<file path="config.mk">
export PLATFORM = sky130hd
export DESIGN_NAME = if_fetch_unit
export DESIGN_NICKNAME = d
export VERILOG_FILES = /design/src/rtl/if_fetch_unit.sv
export SDC_FILE = /design/constraint.sdc
export NUM_CORES = 1
export LEC_CHECK = 0
export BUFFER_PORTS_ARGS = -buffer_cell sky130_fd_sc_hd__buf_2
export CAP_MARGIN = 20
export CELL_PAD_IN_SITES_DETAIL_PLACEMENT = 0
export CELL_PAD_IN_SITES_GLOBAL_PLACEMENT = 2
export CORE_MARGIN = 5
export CORE_UTILIZATION = 37
export CTS_CLUSTER_SIZE = 10
export DETAILED_ROUTE_END_ITERATION = 10
export PLACE_DENSITY = 0.76
export SLEW_MARGIN = 20
export SYNTH_ARGS = -nofsm -noshare
export SYNTH_HDL_FRONTEND = slang
export SYNTH_SLANG_ARGS = --single-unit
</file>
<file path="constraint.sdc">
create_clock -name clk -period 5.4 [get_ports clk]
set_input_delay 0.54 -clock clk [delete_from_list [all_inputs] [get_ports clk]]
set_output_delay 0.54 -clock clk [all_outputs]
set_load 0.02 [all_outputs]
</file>
<file path="src/rtl/if_fetch_unit.sv">
// Instruction-fetch stage: owns the PC, issues credit-limited in-order requests to instruction
// memory, buffers {pc, instr} in a small FIFO and drops responses made stale by a redirect.
module if_fetch_unit #(
   parameter logic [31:0] RESET_PC   = 32'h0000_0000,
   parameter int unsigned FIFO_DEPTH = 2
) (
   input  logic        clk,
   input  logic        reset_n,
   input  logic        stall,
   input  logic        redirect,
   input  logic [31:0] redirect_pc,
   output logic        imem_req_valid,
   input  logic        imem_req_ready,
   output logic [31:0] imem_req_addr,
   input  logic        imem_rsp_valid,
   input  logic [31:0] imem_rsp_data,
   output logic [31:0] pc_out,
   output logic [31:0] instr_out,
   output logic        instr_valid
);

   localparam int unsigned PW        = $clog2(FIFO_DEPTH);
   localparam int unsigned CW        = PW + 1;
   localparam logic [CW:0] DEPTH_LIM = FIFO_DEPTH[CW:0];
   localparam logic [31:0] NOP       = 32'h0000_0013;

   logic [31:0]   fetch_pc;
   logic [31:0]   rsp_pc;
   logic [31:0]   pc_mem  [FIFO_DEPTH];
   logic [31:0]   ins_mem [FIFO_DEPTH];
   logic [PW-1:0] wr_ptr;
   logic [PW-1:0] rd_ptr;
   logic [CW-1:0] count;
   logic [CW-1:0] outstanding;
   logic [CW-1:0] drop_cnt;
   logic          run;

   logic          empty;
   logic          pop;
   logic          accept;
   logic          rsp_drop;
   logic          push;
   logic [CW:0]   credit_used;
   logic [CW-1:0] outstanding_nxt;
   logic [31:0]   target_pc;

   always_comb begin
      empty           = (count == '0);
      pop             = !empty && !stall;
      // A slot freed by this cycle's pop can already back a new request
      credit_used     = {1'b0, outstanding} + {1'b0, count} - {{CW{1'b0}}, pop};
      imem_req_valid  = run && (credit_used < DEPTH_LIM);
      imem_req_addr   = fetch_pc;
      accept          = imem_req_valid && imem_req_ready;
      rsp_drop        = imem_rsp_valid && (drop_cnt != '0);
      push            = imem_rsp_valid && (drop_cnt == '0) && !redirect;
      outstanding_nxt = outstanding + {{PW{1'b0}}, accept} - {{PW{1'b0}}, imem_rsp_valid};
      target_pc       = {redirect_pc[31:2], 2'b00};
      instr_valid     = !empty;
      pc_out          = empty ? '0  : pc_mem[rd_ptr];
      instr_out       = empty ? NOP : ins_mem[rd_ptr];
   end

   always_ff @(posedge clk or negedge reset_n) begin
      if (!reset_n) begin
         run         <= 1'b0;
         fetch_pc    <= RESET_PC;
         rsp_pc      <= RESET_PC;
         wr_ptr      <= '0;
         rd_ptr      <= '0;
         count       <= '0;
         outstanding <= '0;
         drop_cnt    <= '0;
      end else begin
         run         <= 1'b1;
         outstanding <= outstanding_nxt;
         if (redirect) begin
            // Everything still in flight after this edge belongs to the old path
            fetch_pc <= target_pc;
            rsp_pc   <= target_pc;
            wr_ptr   <= '0;
            rd_ptr   <= '0;
            count    <= '0;
            drop_cnt <= outstanding_nxt;
         end else begin
            if (accept)
               fetch_pc <= fetch_pc + 32'd4;
            if (push) begin
               rsp_pc <= rsp_pc + 32'd4;
               wr_ptr <= wr_ptr + PW'(1);
            end
            if (pop)
               rd_ptr <= rd_ptr + PW'(1);
            count <= count + {{PW{1'b0}}, push} - {{PW{1'b0}}, pop};
            if (rsp_drop)
               drop_cnt <= drop_cnt - CW'(1);
         end
      end
   end

   always_ff @(posedge clk) begin
      if (push) begin
         pc_mem[wr_ptr]  <= rsp_pc;
         ins_mem[wr_ptr] <= imem_rsp_data;
      end
   end

   a_rsp_outstanding: assert property (@(posedge clk) disable iff (!reset_n)
      imem_rsp_valid |-> (outstanding != '0))
      else $error("imem response with nothing outstanding");

   a_push_full: assert property (@(posedge clk) disable iff (!reset_n)
      (push && !pop) |-> (count != DEPTH_LIM[CW-1:0]))
      else $error("fetch buffer push while full");

endmodule

</file>
Word level (Yosys, flattened, before mapping)
Memories as Yosys holds them, arrays and structs flattened.
Index checks and enable logic that the tools add are counted.
{"block": "word_totals", "regBits": 73, "ramBits": 128, "input_bits": 70, "memories": 2}
{"memory": "ins_mem", "depth": 2, "width": 32, "rd": 1, "rd_ports_with_merged_regs": 0, "wr": 1, "line_no": "30", "text": "logic [31:0] ins_mem [FIFO_DEPTH];"}
{"memory": "pc_mem", "depth": 2, "width": 32, "rd": 1, "rd_ports_with_merged_regs": 0, "wr": 1, "line_no": "29", "text": "logic [31:0] pc_mem [FIFO_DEPTH];"}
{"block": "op_classes", "n_addsub": 11, "magnitude_cmp": 1, "n_mux": 15, "reduce_logical": 16}
{"op": "32-bit two-way mux", "n": 6}
{"op": "32-bit by 3-bit adder with 32-bit output (second input constant)", "n": 2}
{"op": "2-bit nonzero test", "n": 5}
{"op": "1-bit logical AND", "n": 6}
{"op": "1-bit two-way mux", "n": 6}
{"op": "2-bit two-way mux", "n": 3}
{"op": "2-bit by 1-bit adder with 2-bit output", "n": 2}
{"op": "2-bit logical NOT", "n": 2}
{"op": "2-bit by 1-bit subtractor with 2-bit output", "n": 2}
{"op": "2-bit by 2-bit adder with 3-bit output", "n": 1}
{"op": "1-bit logical NOT", "n": 3}
{"op": "3-bit by 2-bit less-than comparator with 1-bit output (second input constant)", "n": 1}
{"op": "3-bit by 1-bit subtractor with 3-bit output", "n": 1}
{"op": "1-bit adder (second input constant)", "n": 2}
{"op": "2-bit by 1-bit subtractor with 2-bit output (second input constant)", "n": 1}

Longest topological paths before layout
Gate-level depths: netlist of the first run.
{"block": "depth", "word_depth": 10, "ltp_mapped": 14, "ltp_nobuf": 12}

Least setup slack after synthesis of the first run
OpenSTA, ideal clock, no wires.
{"block": "synth_timing", "path_kind": "input to register", "startpoint": "input redirect", "endpoint": "memory ins_mem[0][0] (enable)", "t_arrival_ps": 3894, "t_required_ps": 4918, "setup_slack_ps": 1024, "path_stages": 5, "path_cell_list": "inv_1 -> clkbuf_1 -> clkbuf_1 -> nand3_1 -> nor2_1"}
{"block": "synth_between", "elab_chain_cells": 4}
{"item": "start: declaration", "line_no": "10", "text": "input logic redirect,"}
{"item": "1-bit logical NOT", "line_no": "56", "text": "push = imem_rsp_valid && (drop_cnt == '0) && !redirect;"}
{"item": "1-bit logical AND", "line_no": "56"}
{"item": "1-bit two-way mux", "line_no": "102", "text": "if (push) begin"}
{"item": "1-bit two-way mux (implied by the code)", "line_no": "104", "text": "ins_mem[wr_ptr] <= imem_rsp_data;"}
{"item": "end: declaration", "line_no": "30"}
No other way between the ends.

Worst setup path after layout of the first run
{"block": "layout_timing", "startpoint": "register count[1]", "endpoint": "register fetch_pc[30] (netlist: imem_req_addr[30])"}
{"block": "layout_between", "elab_chain_cells": 8, "word_cells_on_any_way": 9, "cone_classes": "add/sub: 2; order compare: 1; reduce/logical: 6"}
{"item": "start: declaration", "line_no": "33", "text": "logic [CW-1:0] count;"}
{"item": "start signal: assignment", "line_no": "94", "text": "count <= count + {{PW{1'b0}}, push} - {{PW{1'b0}}, pop};"}
{"item": "branches (longest 3 deep; another with 2-bit by 2-bit adder with 3-bit output)"}
{"item": "3-bit by 1-bit subtractor with 3-bit output *", "line_no": "51", "text": "credit_used = {1'b0, outstanding} + {1'b0, count} - {{CW{1'b0}}, pop};"}
{"item": "3-bit by 2-bit less-than comparator with 1-bit output *", "line_no": "52", "text": "imem_req_valid = run && (credit_used < DEPTH_LIM);"}
{"item": "1-bit logical AND *", "line_no": "52"}
{"item": "1-bit logical AND *", "line_no": "54", "text": "accept = imem_req_valid && imem_req_ready;"}
{"item": "2-bit nonzero test (no source line) *"}
{"item": "end signal: assignment", "line_no": "79", "text": "fetch_pc <= target_pc;"}
{"item": "end signal: assignment", "line_no": "87", "text": "fetch_pc <= fetch_pc + 32'd4;"}
{"item": "end: declaration", "line_no": "27", "text": "logic [31:0] fetch_pc;"}
Mark *: on every way between the ends.
A chain may end at the register's enable or synchronous reset.

==> results of run 1 <==
==> per-layer routing <==
| metal | GRT usage | wire (um) | up-vias |
|---|---|---|---|
| met5 | 0 | 0 | - |
| met4 | 0.0355 | 167 | 0 |
| met3 | 0.0432 | 1450 | 15 |
| met2 | 0.256 | 10200 | 202 |
| met1 | 0.240 | 10800 | 3145 |
| li1 | - | - | 3022 |
==> registers in the layout (all words and copies together), names as in the netlist, 2 cells and up <==
signal / count
count: 2
drop_cnt: 2
imem_req_addr: 30
ins_mem: 64
outstanding: 2
pc_mem: 60
rsp_pc: 30
==> critical path, delay by kind of cell (launching register included) <==
kind            cells  cell delay [ns]
flops               1             0.42
buf+inv             1             0.08
simple gates        3             1.57
fa+ha+maj           2             0.91
compound gates      1             0.18
==> kinds of logic (layout without fill, tap and decap cells) <==
kind of cell / after synthesis / count (layout) / share of synthesized area
multiplexers: 77 / 77 / 0.0890
adder cells (fa/ha/maj): 9 / 9 / 0.0136
other: 2 / 5 / 0.000848
flip-flops: 193 / 193 / 0.616
buffers and inverters: 57 / 222 / 0.0268
XOR/XNOR: 29 / 29 / 0.0287
AO/OA/AOI/OAI: 83 / 83 / 0.0660
AND/OR/NAND/NOR: 270 / 270 / 0.160
==> cell type report <==
cell class,instances,share of cell area
sequential,193,0.515
multi-input combinational,473,0.303
timing repair buffer,170,0.0839
clock buffer,18,0.0405
tap,319,0.0377
clock inverter,14,0.0126
inverter,20,0.00709
==> placed cells by master, fill, tap and decap left out, types with 18 or more instances in the layout <==
master	n
xnor2_1	24
mux2i_1	63
nand2_1	30
inv_1	19
buf_2	160
edfxtp_1	124
nand3_1	20
nand4_1	18
nor3_1	19
nor2_1	91
dfrtp_1	68
==> worst min path at each step <==
stage | start | end | slack [ns] | cells past startpoint
2_1_floorplan | reset_n | count[0] | 0.24 | 0
3_3_place_gp | outstanding[1] | outstanding[1] | 0.49 | 1
3_5_place_dp | outstanding[1] | outstanding[1] | 0.49 | 1
4_1_cts | reset_n | run | 0.28 | 1
5_1_grt | reset_n | run | 0.13 | 1
6_report | reset_n | run | 0.09 | 1
==> cells in the mapped netlist (3+ instances only) <==
| master | n |
|---|---|
| edfxtp_1 | 124 |
| nand2b_1 | 3 |
| mux2i_1 | 63 |
| a211oi_1 | 13 |
| nor3_1 | 19 |
| nand4_1 | 18 |
| or3_1 | 7 |
| mux2_2 | 14 |
| xor2_1 | 5 |
| inv_1 | 20 |
| and4_1 | 15 |
| or4_1 | 12 |
| a41oi_1 | 3 |
| ha_1 | 8 |
| nand3_1 | 20 |
| a311oi_1 | 8 |
| clkbuf_1 | 25 |
| or2_2 | 5 |
| xnor2_1 | 24 |
| o31ai_1 | 10 |
| nor4_1 | 17 |
| buf_4 | 4 |
| a21oi_1 | 9 |
| buf_1 | 6 |
| nor2_1 | 94 |
| nor2b_1 | 11 |
| dfrtp_1 | 69 |
| and3_1 | 11 |
| a31oi_1 | 17 |
| nand2_1 | 30 |
| o21ai_0 | 8 |
==> through the flow <==
step	total power, W	hold WS, ns
detailed placement	0.00322	0.491
CTS	0.00444	0.276
global placement	0.00319	0.491
finish	0.00438	0.0928
floorplan	0.00277	0.244
global route	0.00462	0.126
==> power breakdown <==
part | internal (W) | switching (W) | leakage (nW) | total [W]
logic | 0.000454 | 0.000774 | 1.81 | 0.00123
clock network | 0.000615 | 0.000597 | 0.270 | 0.00121
registers | 0.00175 | 0.000198 | 1.92 | 0.00194
==> results_dict.tcl, run 1 <==
set metrics [dict create \
    post_cts_buffers 0 \
    ir_drop_v 0.000222 \
    cts_tree "built" \
    grt_pass1_wl_mm 35.1 \
    wirelength_mm 22.6 \
    dp_slack_ns 2.14 \
    initial_core_util 0.376 \
    tns_ns 0 \
    fmax_mhz 310 \
    cts-hold-fix-buffers 0 \
    synth_cells 720 \
    path_clk_slew_ns 0.08 \
    ys_ff_latch 193 \
    clock_skew_ns 0.0123 \
    path_max_fanout 11 \
    rsz0062_at_grt "no" \
    final_cells 1207 \
    post_cts_resized 0 \
    crit_top_cell "or4_1" \
    design_area_um2 10600 \
    synth_top_area_share 0.421 \
    synth_edf_count 124 \
    p_leak_nw 3.99 \
    timing.final.ws_setup_ns 2.18 \
    worst_slew_margin_rel 0.242 \
    netlist_area_um2 8850 \
    ys.flop_type "edfxtp_1" \
    grt_start_max_net_pins 66 \
    io_pins 168 \
    antenna_cells 0 \
    crit_arrival_ns 3.58 \
    antenna_found_initial 0 \
    p_per_area_nw_per_um2 414 \
    status "finished, final reports clean" \
    grt-ovfl-total 0 \
    dieArea_um2 27100 \
    syn_area_per_cell_um2 12.3 \
    first_iter_violations 339 \
    crit_required_ns 5.76 \
    dieWidth_um 165 \
    final_antenna_net_count 0 \
    vias 6384 \
    yosys.area.top_type "edfxtp_1" \
    fin_crit_ns 3.22 \
    crit_type "reg -> reg" \
    drt_pass1_iterations 7 \
    crit_chain "inv_1, ha_1, fa_1, nand3_1, or4_1, or4_1, a31oi_1" \
    coreArea_um2 23500 \
    fillCellCount 2221 \
    final_util 0.450 \
    placementRows 56 \
    cp-end-kind "register" \
    hold_viol_final 0 \
    synth.top_cells.by_area "edfxtp_1 (42%), dfrtp_1 (19%), mux2i_1 (7.1%)" \
    endpoint "imem_req_addr[30]" \
    finalCritPeriodShare 0.597 \
    avgViaCountPerCell 5.29 \
    cts_buffers 17 \
    area_delta_synth_final_pct 19.6 \
    synth_cell_types 52 \
    grtUsageTotal 0.167 \
    min_path_type "in -> async" \
    gp_congestion 0.913 \
    setup_violations 0 \
    place_area_um2 10000 \
    multi_input_area_um2 3210 \
    die_height_um 165 \
    cp_slowest_cell "or4_1" \
    final-max-slew-violation-count 0 \
    r2r-end "imem_req_addr[30]" \
    wl_per_cell_um 18.7 \
    ys_seq_area_frac 0.616 \
    drive_gt1_frac 0.259 \
    reg2reg_depth 7 \
    slowest_delay_ns 0.77 \
    crit_start "count[1]" \
    hpwl_mm 16.0 \
    critPathLaunchType "register" \
    clk_path_buf_depth 2 \
    port_buffers 161 \
    tightest_slew_ns 1.14 \
    ys_async_sr_fraction 0.358 \
    clock-sinks 193 \
    clock_latency_ns 0.43 \
    drc 0 \
    grt_pass1_vias 6447 \
    regArea_um2 5450 \
    placed_cells 1175 \
    regToRegStartpoint "count[1]" \
    synth_warnings 0 \
    cap_violations 0 \
    final_nets 954 \
    root_buffer "clkbuf_16" \
    rrSetupSlack_ns 2.18 \
    htree_num_levels 4 \
]
Note: power is estimated with default switching activity, not from simulation.
==> run 2: changes to the inputs <==
--- a/config.mk
+++ b/config.mk
@@ -10,10 +10,10 @@
 export CELL_PAD_IN_SITES_DETAIL_PLACEMENT = 0
 export CELL_PAD_IN_SITES_GLOBAL_PLACEMENT = 2
 export CORE_MARGIN = 5
-export CORE_UTILIZATION = 37
+export CORE_UTILIZATION = 33
 export CTS_CLUSTER_SIZE = 10
 export DETAILED_ROUTE_END_ITERATION = 10
-export PLACE_DENSITY = 0.76
+export PLACE_DENSITY = 0.71
 export SLEW_MARGIN = 20
 export SYNTH_ARGS = -nofsm -noshare
 export SYNTH_HDL_FRONTEND = slang
==> constraint.sdc (replaced) <==
create_clock -name clk -period 2.9 [get_ports clk]
set_input_delay 0.29 -clock clk [delete_from_list [all_inputs] [get_ports clk]]
set_output_delay 0.29 -clock clk [all_outputs]
set_load 0.02 [all_outputs]
==> run 2 against run 1 <==
  * Die area grew 11%
  * Sequential share of layout area decreased by 1.0 points
  * Setup slack lost 2.0 ns
  * Largest cell class unchanged
==> results_dict.tcl, run 2 (synthesis results as in run 1) <==
set metrics [dict create \
    gp_congestion 0.801 \
    port_buffers 161 \
    worst_slew_margin_rel 0.490 \
    p_per_area_nw_per_um2 777 \
    ir_drop_v 0.000333 \
    coreArea_um2 26700 \
    regMostFlops "ins_mem" \
    tightest_slew_ns 0.757 \
    top_regs "ins_mem: 64 flops, pc_mem: 60 flops" \
    clock_latency_ns 0.43 \
    area_delta_synth_final_pct 22.1 \
    fillCellCount 2630 \
    reg2reg_depth 9 \
    htree_num_levels 4 \
    cts_buffers 17 \
    grt_start_max_net_pins 66 \
    cp_slowest_cell "or4_1" \
    avgViaCountPerCell 5.04 \
    initial_core_util 0.332 \
    crit_top_cell "buf_4" \
    placementRows 60 \
    dieWidth_um 174 \
    layout_commonest_cell "buf_2" \
    drt_pass1_iterations 4 \
    min_path_type "in -> reg" \
    wl_per_cell_um 18.4 \
    path_max_fanout 5 \
    grt_pass1_vias 6323 \
    root_buffer "clkbuf_16" \
    wirelength_mm 23.0 \
    regArea_um2 5450 \
    first_iter_violations 271 \
    critPathLaunchType "register" \
    final-max-slew-violation-count 0 \
    crit_required_ns 3.22 \
    multi_input_area_um2 3210 \
    drc 0 \
    final_antenna_net_count 0 \
    p_leak_nw 4.12 \
    grt_pass1_wl_mm 36.7 \
    antenna_cells 0 \
    post_cts_buffers 0 \
    crit_chain "buf_4, nor2_4, nor3_1, fa_1, nand3_1, buf_4, or4_1, nor4_1, and3b_1" \
    drive_gt1_frac 0.270 \
    clk_path_buf_depth 2 \
    dp_slack_ns 0.0269 \
    status "finished, final reports clean" \
    clock-sinks 193 \
    fmax_mhz 365 \
    rsz0062_at_grt "no" \
    clock_skew_ns 0.0191 \
    mostFrequentLayoutCells "buf_2 (161), edfxtp_1 (124), nor2_1 (91)" \
    fin_crit_ns 2.74 \
    cap_violations 0 \
    finalPower_w 0.00839 \
    vias 6293 \
    die_height_um 174 \
    antenna_found_initial 0 \
    hold_depth 1 \
    path_clk_slew_ns 0.07 \
    setup_violations 0 \
    cp-end-kind "register" \
    finalCritPeriodShare 0.946 \
    crit_arrival_ns 3.07 \
    hpwl_mm 16.3 \
    crit_type "reg -> reg" \
    cts_tree "built" \
    grtUsageTotal 0.152 \
    io_pins 168 \
    grt-ovfl-total 0 \
    slowest_delay_ns 0.61 \
    dieArea_um2 30200 \
    largest_reg_flops 64 \
    final_nets 973 \
    hold_viol_final 0 \
    timing.final.ws_setup_ns 0.158 \
]
-- run 2: final timing paths --
path	startpoint	end	slack, ns
setup / recovery	count[1]	imem_req_addr[27]	0.16
hold / removal	imem_rsp_data[2]	ins_mem[0][2]	0.04
setup reg to reg	count[1]	imem_req_addr[27]	0.16
hold reg to reg	outstanding[1]	outstanding[1]	0.49
max in group asynchronous	reset_n	rsp_pc[12]	2.06
min in group asynchronous	reset_n	imem_req_addr[2]	0.46
-- run 2: critical path: cells and delay by family, from the launching register on --
kind	cells	cell delay, ns
fa+ha+maj	1	0.54
simple gates	6	1.40
buf+inv	2	0.34
flops	1	0.38
-- run 2: final cells by class --
cell class / count / area share
multi-input cells: 473 / 0.297
repair buffers: 189 / 0.0977
well taps: 341 / 0.0395
flip-flops and latches: 193 / 0.505
clock buffers: 18 / 0.0397
clock inverters: 14 / 0.0144
inverters: 20 / 0.00695
-- run 2: per-stage QoR --
stage,hold WS (ns),util,setup TNS (ns),cell area [um^2],instances
after floorplan,-0.00559,-,-27.18,8890,723
after global placement,0.401,0.383,0,10200,1215
after detailed placement,0.395,0.383,0,10200,1215
after CTS,0.0296,0.405,0,10800,1248
after global routing,0.0290,0.406,0,10800,1248
final,0.0423,0.406,0,10800,1248
-- run 2: layer usage --
metal  vias up  routed length (um)  global-route usage
met3        10                1390              0.0325
li1       3055                   -                   -
met1      3051               11200               0.225
met4         0                 152              0.0323
met5         -                   0                   0
met2       177               10300               0.232
-- run 2: where the power goes --
part	switching (W)	internal (W)	leakage [nW]
combinational	0.00155	0.000951	1.92
sequential	0.000284	0.00325	1.92
clock	0.00106	0.00129	0.286
-- run 2: what timing repair did --
item | 4_1_cts | 5_1_grt
hold endpoints to repair | 69 | 0
setup endpoints to repair | 0 | 6
gates resized for setup | 0 | 3
hold buffers | 1 | 0
